## src/rtl/osd_dii_channel_switch_pkg.sv

```systemverilog
// rtl/osd_dii_channel_switch_pkg.sv - DII flit type, header field positions and ingress states
package osd_dii_channel_switch_pkg;

   typedef struct packed {
      logic        valid;
      logic        last;
      logic [15:0] data;
   } dii_flit;

   localparam logic [1:0] DII_TYPE_REG   = 2'd0;
   localparam logic [1:0] DII_TYPE_PLAIN = 2'd1;
   localparam logic [1:0] DII_TYPE_EVENT = 2'd2;

   localparam int DII_TYPE_MSB     = 15;
   localparam int DII_TYPE_LSB     = 14;
   localparam int DII_TYPE_SUB_MSB = 13;
   localparam int DII_TYPE_SUB_LSB = 10;

   typedef enum logic [2:0] {
      ST_HDR0,
      ST_HDR1,
      ST_DECIDE,
      ST_FLUSH0,
      ST_FLUSH1,
      ST_PASS,
      ST_DROP
   } ingress_state_e;

   function automatic logic [15:0] sat_inc16(input logic [15:0] v);
      return (v == 16'hFFFF) ? v : v + 16'd1;
   endfunction

endpackage

```

## src/rtl/osd_dii_channel_switch_arbiter.sv

```systemverilog
// rtl/osd_dii_channel_switch_arbiter.sv - N-input packet-locked round-robin flit mux
module osd_dii_packet_arbiter
   import osd_dii_channel_switch_pkg::*;
#(
   parameter int N     = 2,
   parameter int SEL_W = (N > 1) ? $clog2(N) : 1
) (
   input  logic               clk,
   input  logic               rst,
   input  dii_flit [N-1:0]    in_flit,
   output logic    [N-1:0]    in_ready,
   output dii_flit            out_flit,
   input  logic               out_ready
);

   typedef logic [SEL_W:0] wide_t;

   logic [SEL_W-1:0] ptr_q, ptr_d;
   logic [SEL_W-1:0] grant_q, grant_d;
   logic             locked_q, locked_d;
   logic [SEL_W-1:0] pick;
   logic [SEL_W-1:0] grant;
   logic             found;
   logic             active;
   wide_t            cand;

   // First valid source at or after ptr, wrapping around.
   always_comb begin
      found = 1'b0;
      pick  = ptr_q;
      cand  = '0;
      for (int i = 0; i < N; i++) begin
         cand = wide_t'(ptr_q) + wide_t'(i);
         if (cand >= wide_t'(N)) cand = cand - wide_t'(N);
         if (!found && in_flit[cand[SEL_W-1:0]].valid) begin
            found = 1'b1;
            pick  = cand[SEL_W-1:0];
         end
      end
   end

   assign grant  = locked_q ? grant_q : pick;
   assign active = (locked_q || found) && !rst;

   always_comb begin
      out_flit       = in_flit[grant];
      out_flit.valid = in_flit[grant].valid & active;
      in_ready       = '0;
      if (active) in_ready[grant] = out_ready;
   end

   always_comb begin
      ptr_d    = ptr_q;
      grant_d  = grant_q;
      locked_d = locked_q;
      if (out_flit.valid && out_ready) begin
         if (out_flit.last) begin
            locked_d = 1'b0;
            ptr_d    = (grant == SEL_W'(N - 1)) ? '0 : grant + SEL_W'(1);
         end else begin
            locked_d = 1'b1;
            grant_d  = grant;
         end
      end
   end

   always_ff @(posedge clk or posedge rst) begin
      if (rst) begin
         ptr_q    <= '0;
         grant_q  <= '0;
         locked_q <= 1'b0;
      end else begin
         ptr_q    <= ptr_d;
         grant_q  <= grant_d;
         locked_q <= locked_d;
      end
   end

endmodule

```

## src/rtl/osd_dii_channel_switch.sv

```systemverilog
// rtl/osd_dii_channel_switch.sv - ingress classifier/router and egress merge between ring and module
module osd_dii_channel_switch
   import osd_dii_channel_switch_pkg::*;
#(
   parameter int NUM_CHANNELS = 2,
   parameter int CH_SEL_W     = (NUM_CHANNELS > 1) ? $clog2(NUM_CHANNELS) : 1
) (
   input  logic                       clk,
   input  logic                       rst,
   input  dii_flit                    debug_in,
   output logic                       debug_in_ready,
   output dii_flit                    debug_out,
   input  logic                       debug_out_ready,
   output dii_flit                    reg_out,
   input  logic                       reg_out_ready,
   input  dii_flit                    reg_in,
   output logic                       reg_in_ready,
   output dii_flit [NUM_CHANNELS-1:0] ch_out,
   input  logic    [NUM_CHANNELS-1:0] ch_out_ready,
   input  dii_flit [NUM_CHANNELS-1:0] ch_in,
   output logic    [NUM_CHANNELS-1:0] ch_in_ready,
   output logic    [15:0]             drop_count
);

   ingress_state_e        state_q, state_d;
   logic [1:0][15:0]      hdr_q, hdr_d;
   logic                  tgt_reg_q, tgt_reg_d;
   logic [CH_SEL_W-1:0]   tgt_ch_q, tgt_ch_d;
   logic [15:0]           drop_q, drop_d;

   logic [1:0]            flit_type;
   logic [3:0]            flit_sub;
   logic                  sub_ok;
   logic                  tgt_ready;
   dii_flit               fwd;

   assign flit_type = debug_in.data[DII_TYPE_MSB:DII_TYPE_LSB];
   assign flit_sub  = debug_in.data[DII_TYPE_SUB_MSB:DII_TYPE_SUB_LSB];
   assign sub_ok    = {1'b0, flit_sub} < 5'(NUM_CHANNELS);
   assign tgt_ready = tgt_reg_q ? reg_out_ready : ch_out_ready[tgt_ch_q];
   assign drop_count = drop_q;

   // flit2 is only peeked in DECIDE; it is consumed later by PASS or DROP.
   always_comb begin
      state_d        = state_q;
      hdr_d          = hdr_q;
      tgt_reg_d      = tgt_reg_q;
      tgt_ch_d       = tgt_ch_q;
      drop_d         = drop_q;
      debug_in_ready = 1'b0;
      fwd            = '0;
      unique case (state_q)
         ST_HDR0: begin
            debug_in_ready = 1'b1;
            if (debug_in.valid) begin
               hdr_d[0] = debug_in.data;
               if (debug_in.last) drop_d = sat_inc16(drop_q);
               else               state_d = ST_HDR1;
            end
         end
         ST_HDR1: begin
            debug_in_ready = 1'b1;
            if (debug_in.valid) begin
               hdr_d[1] = debug_in.data;
               if (debug_in.last) begin
                  drop_d  = sat_inc16(drop_q);
                  state_d = ST_HDR0;
               end else begin
                  state_d = ST_DECIDE;
               end
            end
         end
         ST_DECIDE: begin
            if (debug_in.valid) begin
               case (flit_type)
                  DII_TYPE_REG: begin
                     tgt_reg_d = 1'b1;
                     state_d   = ST_FLUSH0;
                  end
                  DII_TYPE_EVENT: begin
                     if (sub_ok) begin
                        tgt_reg_d = 1'b0;
                        tgt_ch_d  = flit_sub[CH_SEL_W-1:0];
                        state_d   = ST_FLUSH0;
                     end else begin
                        drop_d  = sat_inc16(drop_q);
                        state_d = ST_DROP;
                     end
                  end
                  DII_TYPE_PLAIN: begin
                     drop_d  = sat_inc16(drop_q);
                     state_d = ST_DROP;
                  end
                  default: begin
                     drop_d  = sat_inc16(drop_q);
                     state_d = ST_DROP;
                  end
               endcase
            end
         end
         ST_FLUSH0: begin
            fwd = '{valid: 1'b1, last: 1'b0, data: hdr_q[0]};
            if (tgt_ready) state_d = ST_FLUSH1;
         end
         ST_FLUSH1: begin
            fwd = '{valid: 1'b1, last: 1'b0, data: hdr_q[1]};
            if (tgt_ready) state_d = ST_PASS;
         end
         ST_PASS: begin
            fwd            = debug_in;
            debug_in_ready = tgt_ready;
            if (debug_in.valid && tgt_ready && debug_in.last) state_d = ST_HDR0;
         end
         ST_DROP: begin
            debug_in_ready = 1'b1;
            if (debug_in.valid && debug_in.last) state_d = ST_HDR0;
         end
         default: state_d = ST_HDR0;
      endcase
   end

   always_comb begin
      reg_out = '0;
      ch_out  = '0;
      if (tgt_reg_q) reg_out          = fwd;
      else           ch_out[tgt_ch_q] = fwd;
   end

   always_ff @(posedge clk or posedge rst) begin
      if (rst) begin
         state_q   <= ST_HDR0;
         hdr_q     <= '0;
         tgt_reg_q <= 1'b1;
         tgt_ch_q  <= '0;
         drop_q    <= '0;
      end else begin
         state_q   <= state_d;
         hdr_q     <= hdr_d;
         tgt_reg_q <= tgt_reg_d;
         tgt_ch_q  <= tgt_ch_d;
         drop_q    <= drop_d;
      end
   end

   // Arbiter source 0 is the register path, source 1+k is channel k.
   dii_flit [NUM_CHANNELS:0] arb_in;
   logic    [NUM_CHANNELS:0] arb_ready;

   assign arb_in       = {ch_in, reg_in};
   assign reg_in_ready = arb_ready[0];
   assign ch_in_ready  = arb_ready[NUM_CHANNELS:1];

   osd_dii_packet_arbiter #(
      .N (NUM_CHANNELS + 1)
   ) u_arbiter (
      .clk       (clk),
      .rst       (rst),
      .in_flit   (arb_in),
      .in_ready  (arb_ready),
      .out_flit  (debug_out),
      .out_ready (debug_out_ready)
   );

endmodule

```

## config.mk

```make
export PLATFORM = sky130hd
export DESIGN_NAME = osd_dii_channel_switch
export DESIGN_NICKNAME = d
export VERILOG_FILES = /design/src/rtl/osd_dii_channel_switch_pkg.sv /design/src/rtl/osd_dii_channel_switch_arbiter.sv /design/src/rtl/osd_dii_channel_switch.sv
export SDC_FILE = /design/constraint.sdc
export NUM_CORES = 1
export LEC_CHECK = 0
export BUFFER_PORTS_ARGS = -buffer_cell sky130_fd_sc_hd__clkbuf_2
export CORE_MARGIN = 2
export CORE_UTILIZATION = 25
export CTS_BUF_LIST = sky130_fd_sc_hd__clkbuf_4
export DETAILED_ROUTE_END_ITERATION = 16
export PLACE_DENSITY_LB_ADDON = 0.15
export SKIP_CTS_REPAIR_TIMING = 1
export SYNTH_ARGS = -nofsm -noshare
export SYNTH_HDL_FRONTEND = slang
export SYNTH_SLANG_ARGS = --single-unit
export TNS_END_PERCENT = 5
```

## constraint.sdc

```tcl
create_clock -name clk -period 7.6 [get_ports clk]
set_clock_uncertainty 0.1 [all_clocks]
set_input_delay 0.38 -clock clk [delete_from_list [all_inputs] [get_ports clk]]
set_output_delay 0.38 -clock clk [all_outputs]
set_load 0.01 [all_outputs]
```

==> results.yml, run 1 <==
status:
  status: "finished clean"
clocking:
  cts.root.buffer_cell: "clkbuf_4"
  cts.htree.levels: 3
  cts_made_buffers: 9
  clock-sinks: 58
  cts_tree: "yes"
  cts.clk_slew.worst_paths_ps: 100
  clockBufferDepth: 2
  clock_latency_ps: 390
critical_path:
  timing.critical_path.mode_cell: "and2_1"
  cp.arrival_ps: 3670
  r2r_slack_ps: 3880
  cp_cell_sequence: "inv_1 -> ha_1 -> mux2i_1 -> o22ai_1 -> a211oi_1 -> o41ai_2 -> buf_4 -> and2_1 -> o2bb2ai_1 -> and2_1 -> clkbuf_2"
  slowest_delay_ps: 590
  path_class: "register to primary output"
  crit_required_ps: 7120
  cp_max_fo: 22
  critPathTopFamily: "compound AO/OA/AOI/OAI gates"
  path_buf_inv: 3
  critPathCaptureType: "primary output"
  crit_path_start_kind: "register"
  cp_slowest_cell: "and2_1"
global_route:
  antenna_found_initial: 1
  overflow: 0
  grt_pass1_vias: 3654
  grt_max_degree: 59
  grt_first_pass_wirelength_um: 17620
  grt_usage_pct: 13.66
yosys:
  synth_compound_area_share_pct: 13.33
  synthAdderAreaFrac_pct: 1.638
  synth-seq-cells: 58
  syn-instance-count: 436
  synthXorXnorAreaFrac_pct: 3.439
  synthMuxAreaShare_pct: 20.60
  ys_seq_area_share_pct: 38.03
  synth-async-reset-ratio_pct: 100.0
  synth_fp_nets: 519
  synth_cell_types: 53
  synth_flop_cell: "dfrtp_1"
  synth_area_um2: 3820
  avgSynthCellArea_um2: 8.761
  yosys_warnings: 0
  synth-simple-area-share_pct: 18.34
  synth_top_family_by_area: "multiplexers"
  synth-edff-count: 0
detailed_routing:
  drc: 0
  viasPerCell: 4.735
  wl_um: 11220
  num_vias: 3745
  firstDrtPassIters: 4
  post_drt_wl_per_cell_um: 14.18
  drt_iter0_markers: 141
  ant_nets: 0
power_and_ir_drop:
  power_frac_comb_pct: 59.8
  p_sw_mw: 0.8608
  ir_drop_mv: 0.1498
  clock_power_share_pct: 11.7
  p_per_area_nw_per_um2: 381.1
  leakagePower_nw: 2.461
  power.internal_mw: 1.033
  power.switching_fraction_pct: 45.45
  seqPwrFrac_pct: 28.5
finish:
  drive_gt1_share_pct: 38.54
  fin_nets: 680
  final_cell_mix: "clkbuf_2, nor2_1, dfrtp_1"
  layout_commonest_cell: "clkbuf_2"
  fin_cells: 791
  postLayoutCellArea_um2: 4970
  area_growth_pct: 30.10
floorplan:
  die-width_um: 127.6
  start_util_pct: 25.32
  dieArea_um2: 16280
  ioPinCount: 170
  num_rows: 45
  die_h_um: 127.6
  coreArea_um2: 15090
placed_design:
  place_inst: 774
  post_dp_cell_area_um2: 4835
  dp_hpwl_um: 8507
  port_buffers: 169
  place.gp.congestion: 0.8279
sta:
  fin_tns_setup_ps: 0
  fmax_mhz: 241.1
  hold_viol_final: 0
  whs_ps: 89.64
  finalSetupViolCount: 0
  maxSlewViolCount: 0
  period_minus_slack_ps: 4148
  fin_crit_sh_pct: 54.58
  slew_headroom_pct: 49.10
  rsz0062_at_grt: "no"
  worst_slew_pin_slew_ps: 763.4
flow_run:
  max_cap_violations: 0
worst_hold_path:
  hp-class: "primary input to asynchronous set/reset pin"
## power groups by stage
stage               Combinational, mW  Clock (mW)  Sequential, mW
floorplan                       0.847           0           0.505
global placement                 1.13           0           0.543
detailed placement               1.15           0           0.546
CTS                              1.15       0.235           0.540
global route                     1.25       0.251           0.562
finish                           1.13       0.221           0.540
## tightest hold or removal path, cell delays in order
cell	delay, ps
clkbuf_2	100
inv_2	40
buf_4	580
## metal layers
metal	up-vias	global-route usage (%)	wire, um
met3	12	3.392	842
met1	1723	15.94	4780
li1	1843	-	-
met5	-	0	0
met4	0	4.396	150
met2	167	24.50	5442
## synthesized netlist by cell type (3+ instances only)
master / instances / area, um2
nor2_1: 81 / 304.0
inv_1: 15 / 56.30
o22ai_1: 4 / 25.02
nand3_1: 11 / 55.05
nand2_1: 41 / 153.9
clkbuf_1: 12 / 45.04
mux2i_1: 37 / 370.4
xnor2_1: 13 / 113.9
dfrtp_1: 57 / 1426
o2bb2ai_1: 3 / 26.28
mux2_2: 35 / 394.1
buf_2: 5 / 25.02
a31oi_1: 4 / 25.02
or4_1: 3 / 22.52
and2_1: 4 / 25.02
and3_1: 3 / 18.77
a21oi_1: 25 / 125.1
buf_1: 5 / 18.77
ha_1: 5 / 62.56
o21ai_0: 27 / 135.1
## cell type report
cell class	instances	area (um2)
multi-input cells	337	2196
flip-flops and latches	58	1453
diodes	1	2.502
fillers	1596	10120
clock inverters	4	42.54
clock buffers	12	90.09
inverters	16	60.06
well taps	188	235.2
repair buffers	175	890.9
## state kept, by name, summed over array words and instances (netlist names)
register,flops
u_arbiter.grant_q,2
u_arbiter.ptr_q,2
u_arbiter.locked_q,1
state_q,3
tgt_reg_q,1
hdr_q,32
tgt_ch_q,1
drop_count,16
## stage by stage
| step | total power, mW | util (%) | setup slack (ps) |
|---|---|---|---|
| floorplan | 1.352 | - | 4499 |
| global placement | 1.676 | 32.04 | 4031 |
| detailed placement | 1.692 | 32.04 | 3903 |
| CTS | 1.925 | 32.92 | 3411 |
| global route | 2.066 | 32.94 | 3123 |
| finish | 1.894 | 32.94 | 3452 |
## path summary, 6_finish.rpt
check	start	to	cells past startpoint
min in group clk	ch_in[34]	u_arbiter.grant_q[1]$_DFFE_PP0P_	2
setup / recovery	u_arbiter.ptr_q[0]$_DFFE_PP0P_	debug_out[17]	11
max in group asynchronous	rst	u_arbiter.locked_q$_DFFE_PP0P_	3
hold reg to reg	drop_count[14]$_DFFE_PP0P_	drop_count[14]$_DFFE_PP0P_	1
hold / removal	rst	u_arbiter.ptr_q[0]$_DFFE_PP0P_	3
setup reg to reg	u_arbiter.ptr_q[0]$_DFFE_PP0P_	u_arbiter.locked_q$_DFFE_PP0P_	11
## logic make-up after synthesis
family / Yosys count
simple gates: 161
compound gates: 83
mux: 73
flops: 58
buf+inv: 41
xor+xnor: 15
fa+ha+maj: 5
No activity file was read; power rests on OpenSTA's default activity.
==> run 2, diff against run 1 <==
- ABC_AREA: unset -> 1
- clock period: 7.6 -> 3.4 ns (I/O delays scaled with it)
==> run 2 against run 1 <==
  * Core utilization is 1.3 points higher
  * Sequential power grew 120%
  * Critical path type unchanged
  * Largest power group unchanged
  * Sequential cell count stayed put
  * Synthesized area up 6.6%
==> results.yml, run 2 <==
placed_design:
  dp_hpwl_um: 9306
  place.gp.congestion: 0.8455
  port_buffers: 169
  place_inst: 1001
  post_dp_cell_area_um2: 5120
critical_path:
  slowest_delay_ps: 420
  r2r-start: "u_arbiter.ptr_q[0]$_DFFE_PP0P_"
  r2r_cells: 16
  path_class: "register to primary output"
  cp_cell_sequence: "inv_1 -> ha_1 -> nand2_1 -> or2_1 -> nand3_1 -> nand3_1 -> nand3_1 -> nand2_1 -> nand2_2 -> nand2_1 -> nand2_2 -> nand2_2 -> nor2_8 -> clkbuf_2"
  r2r-end: "u_arbiter.grant_q[0]$_DFFE_PP0P_"
  endpoint: "debug_out[17]"
  r2r_slack_ps: 760
  timing.critical_path.from: "u_arbiter.ptr_q[0]$_DFFE_PP0P_"
  crit_required_ps: 3130
  cp_max_fo: 20
  critPathCaptureType: "primary output"
  crit_path_start_kind: "register"
  cp_slowest_cell: "dfrtp_2"
  cp.arrival_ps: 2780
yosys:
  synth_area_um2: 4071
  yosysTopAreaCell: "dfrtp_1"
  synth-seq-cells: 58
  synth-edff-count: 0
  synth_top_area_share_pct: 35.03
  yosys_warnings: 0
  synth_flop_cell: "dfrtp_1"
  synthTopCellsByCount: "nand2_1, inv_1, nand3_1"
  synth_top_family_by_area: "simple AND/OR/NAND/NOR gates"
  synthMuxAreaShare_pct: 0
  ys_seq_area_share_pct: 35.68
  synth-async-reset-ratio_pct: 100.0
  synthAdderAreaFrac_pct: 1.537
  syn-instance-count: 631
  avgSynthCellArea_um2: 6.452
  synth_compound_area_share_pct: 7.468
  synth_fp_nets: 714
  yosysMostFrequentCell: "nand2_1"
  synth_cell_types: 34
  synth-simple-area-share_pct: 40.01
  synth.area.top_cells: "dfrtp_1, nand2_1, inv_1"
  synthXorXnorAreaFrac_pct: 2.797
finish:
  multiInputGateArea_um2: 2118
  drive_gt1_share_pct: 27.02
  largest_reg_flops: 32
  top_register: "hdr_q"
  final_cell_mix: "nand2_1, clkbuf_2, inv_1"
  n_antenna_cell: 0
  area_growth_pct: 33.68
  postLayoutCellArea_um2: 5443
  layout_commonest_cell: "nand2_1"
  seqCellArea_um2: 1454
  fin_nets: 897
  n_fill_cell: 1777
  fin_cells: 1034
sta:
  whs_ps: 62.32
  fin_tns_setup_ps: 0
  fmax_mhz: 327.8
  fin_crit_sh_pct: 89.72
  worst_slew_pin_slew_ps: 995.9
  period_minus_slack_ps: 3050
  hold_viol_final: 0
  finalSetupViolCount: 0
  maxSlewViolCount: 0
  slew_headroom_pct: 33.45
power_and_ir_drop:
  clock_power_share_pct: 10.6
  leakagePower_nw: 3.303
  p_per_area_nw_per_um2: 830.3
  seqPwrFrac_pct: 26.3
  p_sw_mw: 2.340
  power.internal_mw: 2.179
  power_frac_comb_pct: 63.0
  total_power_mw: 4.519
  ir_drop_mv: 0.4864
  power.switching_fraction_pct: 51.78
detailed_routing:
  firstDrtPassIters: 4
  drt_iter0_markers: 197
  drc: 0
  ant_nets: 0
  num_vias: 4395
  wl_um: 12230
  post_drt_wl_per_cell_um: 11.82
  viasPerCell: 4.250
floorplan:
  num_rows: 46
  dieArea_um2: 17320
  coreArea_um2: 15890
  die_h_um: 131.6
  die-width_um: 131.6
  start_util_pct: 25.63
  ioPinCount: 170
global_route:
  grt_max_degree: 34
  overflow: 0
  grt_usage_pct: 14.13
  grt_pass1_vias: 4158
  grt_first_pass_wirelength_um: 20110
  antenna_found_initial: 0
clocking:
  clockBufferDepth: 2
  cts_tree: "yes"
  cts.htree.levels: 3
  clock_latency_ps: 410
  cts_made_buffers: 9
  clock-sinks: 58
  cts.root.buffer_cell: "clkbuf_4"
  cts.clk_slew.worst_paths_ps: 100
status:
  status: "finished clean"
worst_hold_path:
  hp-class: "primary input to register"
flow_run:
  max_cap_violations: 0
## run 2: cell count changes after synthesis, sizes merged, moves of 16 or more
cell	delta
nand2	+203
inv	+87
nor2	-41
nand3	+65
mux2i	-38
mux2	-35
a21oi	-17
o21ai	+16
## run 2: cell families after synthesis
logic type | after synthesis
adders and majority gates | 5
buffers and inverters | 125
AOI/OAI and AO/OA | 56
DFF | 58
and+or+nand+nor | 374
xor gates and xnor gates | 13
## run 2: worst max-delay path: cells and delay by family (launching register included)
kind                     cells  cell delay [ps]
adder cells (fa/ha/maj)      1              370
buffers and inverters        2              230
flip-flops                   1              420
AND/OR/NAND/NOR             11             1350
## run 2: area by class of cell
| class | count | area share [%] |
|---|---|---|
| clock buffer | 11 | 1.517 |
| clock inverter | 4 | 0.8046 |
| inverter | 104 | 7.402 |
| multi-input combinational | 448 | 38.92 |
| sequential | 58 | 26.71 |
| tap | 216 | 4.966 |
| timing repair buffer | 193 | 19.68 |
## run 2: stage by stage
step                      setup slack (ps)  util (%)
after floorplan                       1033         -
after global placement               656.1     32.23
after detailed placement             639.6     32.23
after CTS                            145.7     33.03
after global routing                -1.283     34.26
final                                349.6     34.26
## run 2: worst min-delay path by stage
stage            startpoint                        endpoint  slack, ps  cells after the start
2_1_floorplan  debug_in[14]           tgt_reg_q$_DFFE_PP1P_        210                      2
3_3_place_gp            rst  u_arbiter.ptr_q[0]$_DFFE_PP0P_        260                      2
3_5_place_dp            rst  u_arbiter.ptr_q[0]$_DFFE_PP0P_        260                      2
4_1_cts                 rst  u_arbiter.locked_q$_DFFE_PP0P_       -220                      2
5_1_grt        debug_in[17]            tgt_ch_q$_DFFE_PP0P_         50                      3
6_report       debug_in[17]            tgt_ch_q$_DFFE_PP0P_         60                      3
## run 2: metal layers
metal | part of all wire (%) | routed length, um | vias up | global-route usage, %
met5 | 0 | 0 | - | 0
met4 | 1.3 | 158 | 0 | 3.382
met3 | 5.6 | 689 | 12 | 3.125
met2 | 46 | 5677 | 160 | 24.49
met1 | 47 | 5701 | 1915 | 17.84
li1 | - | - | 2308 | -
## run 2: power groups by stage
stage	clock network, mW	logic [mW]	registers [mW]
after global placement	0	2.85	1.21
after floorplan	0	2.11	1.14
after global routing	0.546	3.25	1.24
after detailed placement	0	2.83	1.20
final	0.481	2.85	1.19
after CTS	0.514	2.84	1.19
==> run 3, diff against run 2 <==
- RECOVER_POWER: unset -> 50
==> run 3 against run 2 <==
  * Via count down 0.16%
  * Largest power group unchanged
  * Critical path type unchanged
  * Clock-buffer cell count unchanged
  * Cell area down 0.55%
  * Sequential cell count did not move
  * Combinational power about the same
  * Routed wire length about the same
  * Clock power hardly changed
  * Hold slack worse by 2.6 ps
  * First-iteration DRC count fell by 4.1%
  * Register-to-register slack about the same
  * Sequential power barely moved
  * Cell count is the same
==> results.yml, run 3 (synthesis results as in run 2) <==
finish:
  postLayoutCellArea_um2: 5413
  fin_cells: 1034
  area_growth_pct: 32.94
  n_antenna_cell: 0
  layout_commonest_cell: "nand2_1"
  final_util_pct: 34.07
  n_fill_cell: 1782
  largest_reg_flops: 32
  final_cell_mix: "nand2_1, clkbuf_2, inv_1"
  top_register: "hdr_q"
  fin_nets: 897
  drive_gt1_share_pct: 24.57
status:
  status: "finished clean"
power_and_ir_drop:
  power.switching_fraction_pct: 51.89
  p_per_area_nw_per_um2: 832.2
  power.internal_mw: 2.167
  ir_drop_mv: 0.4877
  leakagePower_nw: 3.246
  seqPwrFrac_pct: 26.4
  clock_power_share_pct: 10.6
  p_sw_mw: 2.338
  power_frac_comb_pct: 63.0
sta:
  period_minus_slack_ps: 3053
  fmax_mhz: 327.5
  maxSlewViolCount: 0
  slew_headroom_pct: 6.404
  worst_slew_pin_slew_ps: 1404
  finalSetupViolCount: 0
  hold_viol_final: 0
  fin_crit_sh_pct: 89.80
  whs_ps: 59.67
critical_path:
  crit_path_start_kind: "register"
  r2r-start: "u_arbiter.ptr_q[0]$_DFFE_PP0P_"
  path_class: "register to primary output"
  cp.arrival_ps: 2780
  cp_max_fo: 20
  critPathCaptureType: "primary output"
  timing.critical_path.from: "u_arbiter.ptr_q[0]$_DFFE_PP0P_"
  crit_required_ps: 3130
clocking:
  clockBufferDepth: 2
  clock_latency_ps: 400
  cts.root.buffer_cell: "clkbuf_4"
  cts.clk_slew.worst_paths_ps: 100
  cts_tree: "yes"
  cts_made_buffers: 9
  clock-sinks: 58
  cts.htree.levels: 3
worst_hold_path:
  min-delay-start: "debug_in[17]"
  hp-class: "primary input to register"
floorplan:
  die-width_um: 131.6
  ioPinCount: 170
  start_util_pct: 25.63
  coreArea_um2: 15890
  num_rows: 46
  dieArea_um2: 17320
  die_h_um: 131.6
global_route:
  grt_max_degree: 34
  overflow: 0
  grt_usage_pct: 14.13
  grt_pass1_vias: 4158
  grt_first_pass_wirelength_um: 20110
  antenna_found_initial: 0
detailed_routing:
  firstDrtPassIters: 4
  ant_nets: 0
  viasPerCell: 4.244
  wl_um: 12240
  num_vias: 4388
  drc: 0
  post_drt_wl_per_cell_um: 11.83
  drt_iter0_markers: 189
placed_design:
  place.gp.congestion: 0.8455
  place_inst: 1001
  port_buffers: 169
  post_dp_cell_area_um2: 5120
  dp_hpwl_um: 9306
flow_run:
  max_cap_violations: 0
-- run 3: metal layers --
layer | share of wire (%) | wire length [um] | vias up | global-route usage [%]
met5 | 0 | 0 | - | 0
met4 | 1.3 | 158 | 0 | 3.382
met3 | 5.5 | 678 | 12 | 3.125
met2 | 46 | 5678 | 153 | 24.49
met1 | 47 | 5721 | 1914 | 17.84
li1 | - | - | 2309 | -
-- run 3: worst max-delay path, cell delays in order, from the launching register on --
cell	delay [ps]
dfrtp_2	420
inv_1	70
ha_1	370
nand2_1	70
or2_1	220
nand3_1	90
nand3_1	90
nand3_1	80
nand2_1	60
nand2_2	300
nand2_1	110
nand2_2	80
nand2_2	90
nor2_8	180
clkbuf_2	160
-- run 3: layout make-up --
type	instances	area [um2]	area share [%]
inverters	104	402.9	7.443
repair buffers	193	1046	19.32
multi-input cells	448	2113	39.04
well taps	216	270.3	4.993
clock buffers	11	82.58	1.526
clock inverters	4	43.79	0.8091
flip-flops and latches	58	1454	26.86
-- run 3: stage by stage --
stage	setup WS [ps]	total power, mW	TNS (ps)
global route	-1.283	5.020	-1.283
finish	346.9	4.505	0
floorplan	1033	3.249	0
global placement	656.1	4.059	0
CTS	145.7	4.549	0
detailed placement	639.6	4.036	0
-- run 3: worst paths after layout --
check | endpoint | cells past startpoint | slack, ps
worst max-delay path | debug_out[17] | 14 | 350
worst min-delay path | tgt_ch_q$_DFFE_PP0P_ | 3 | 60
worst max register to register | u_arbiter.grant_q[0]$_DFFE_PP0P_ | 16 | 750
worst min register to register | hdr_q[26]$_DFFE_PP0P_ | 2 | 390
max in group asynchronous | hdr_q[27]$_DFFE_PP0P_ | 4 | 690
min in group asynchronous | u_arbiter.ptr_q[0]$_DFFE_PP0P_ | 3 | 590
-- run 3: power groups by stage --
stage	Clock, mW	Sequential, mW	Combinational (mW)
floorplan	0	1.14	2.11
global placement	0	1.21	2.85
detailed placement	0	1.20	2.83
CTS	0.514	1.19	2.84
global route	0.546	1.24	3.24
finish	0.480	1.19	2.84
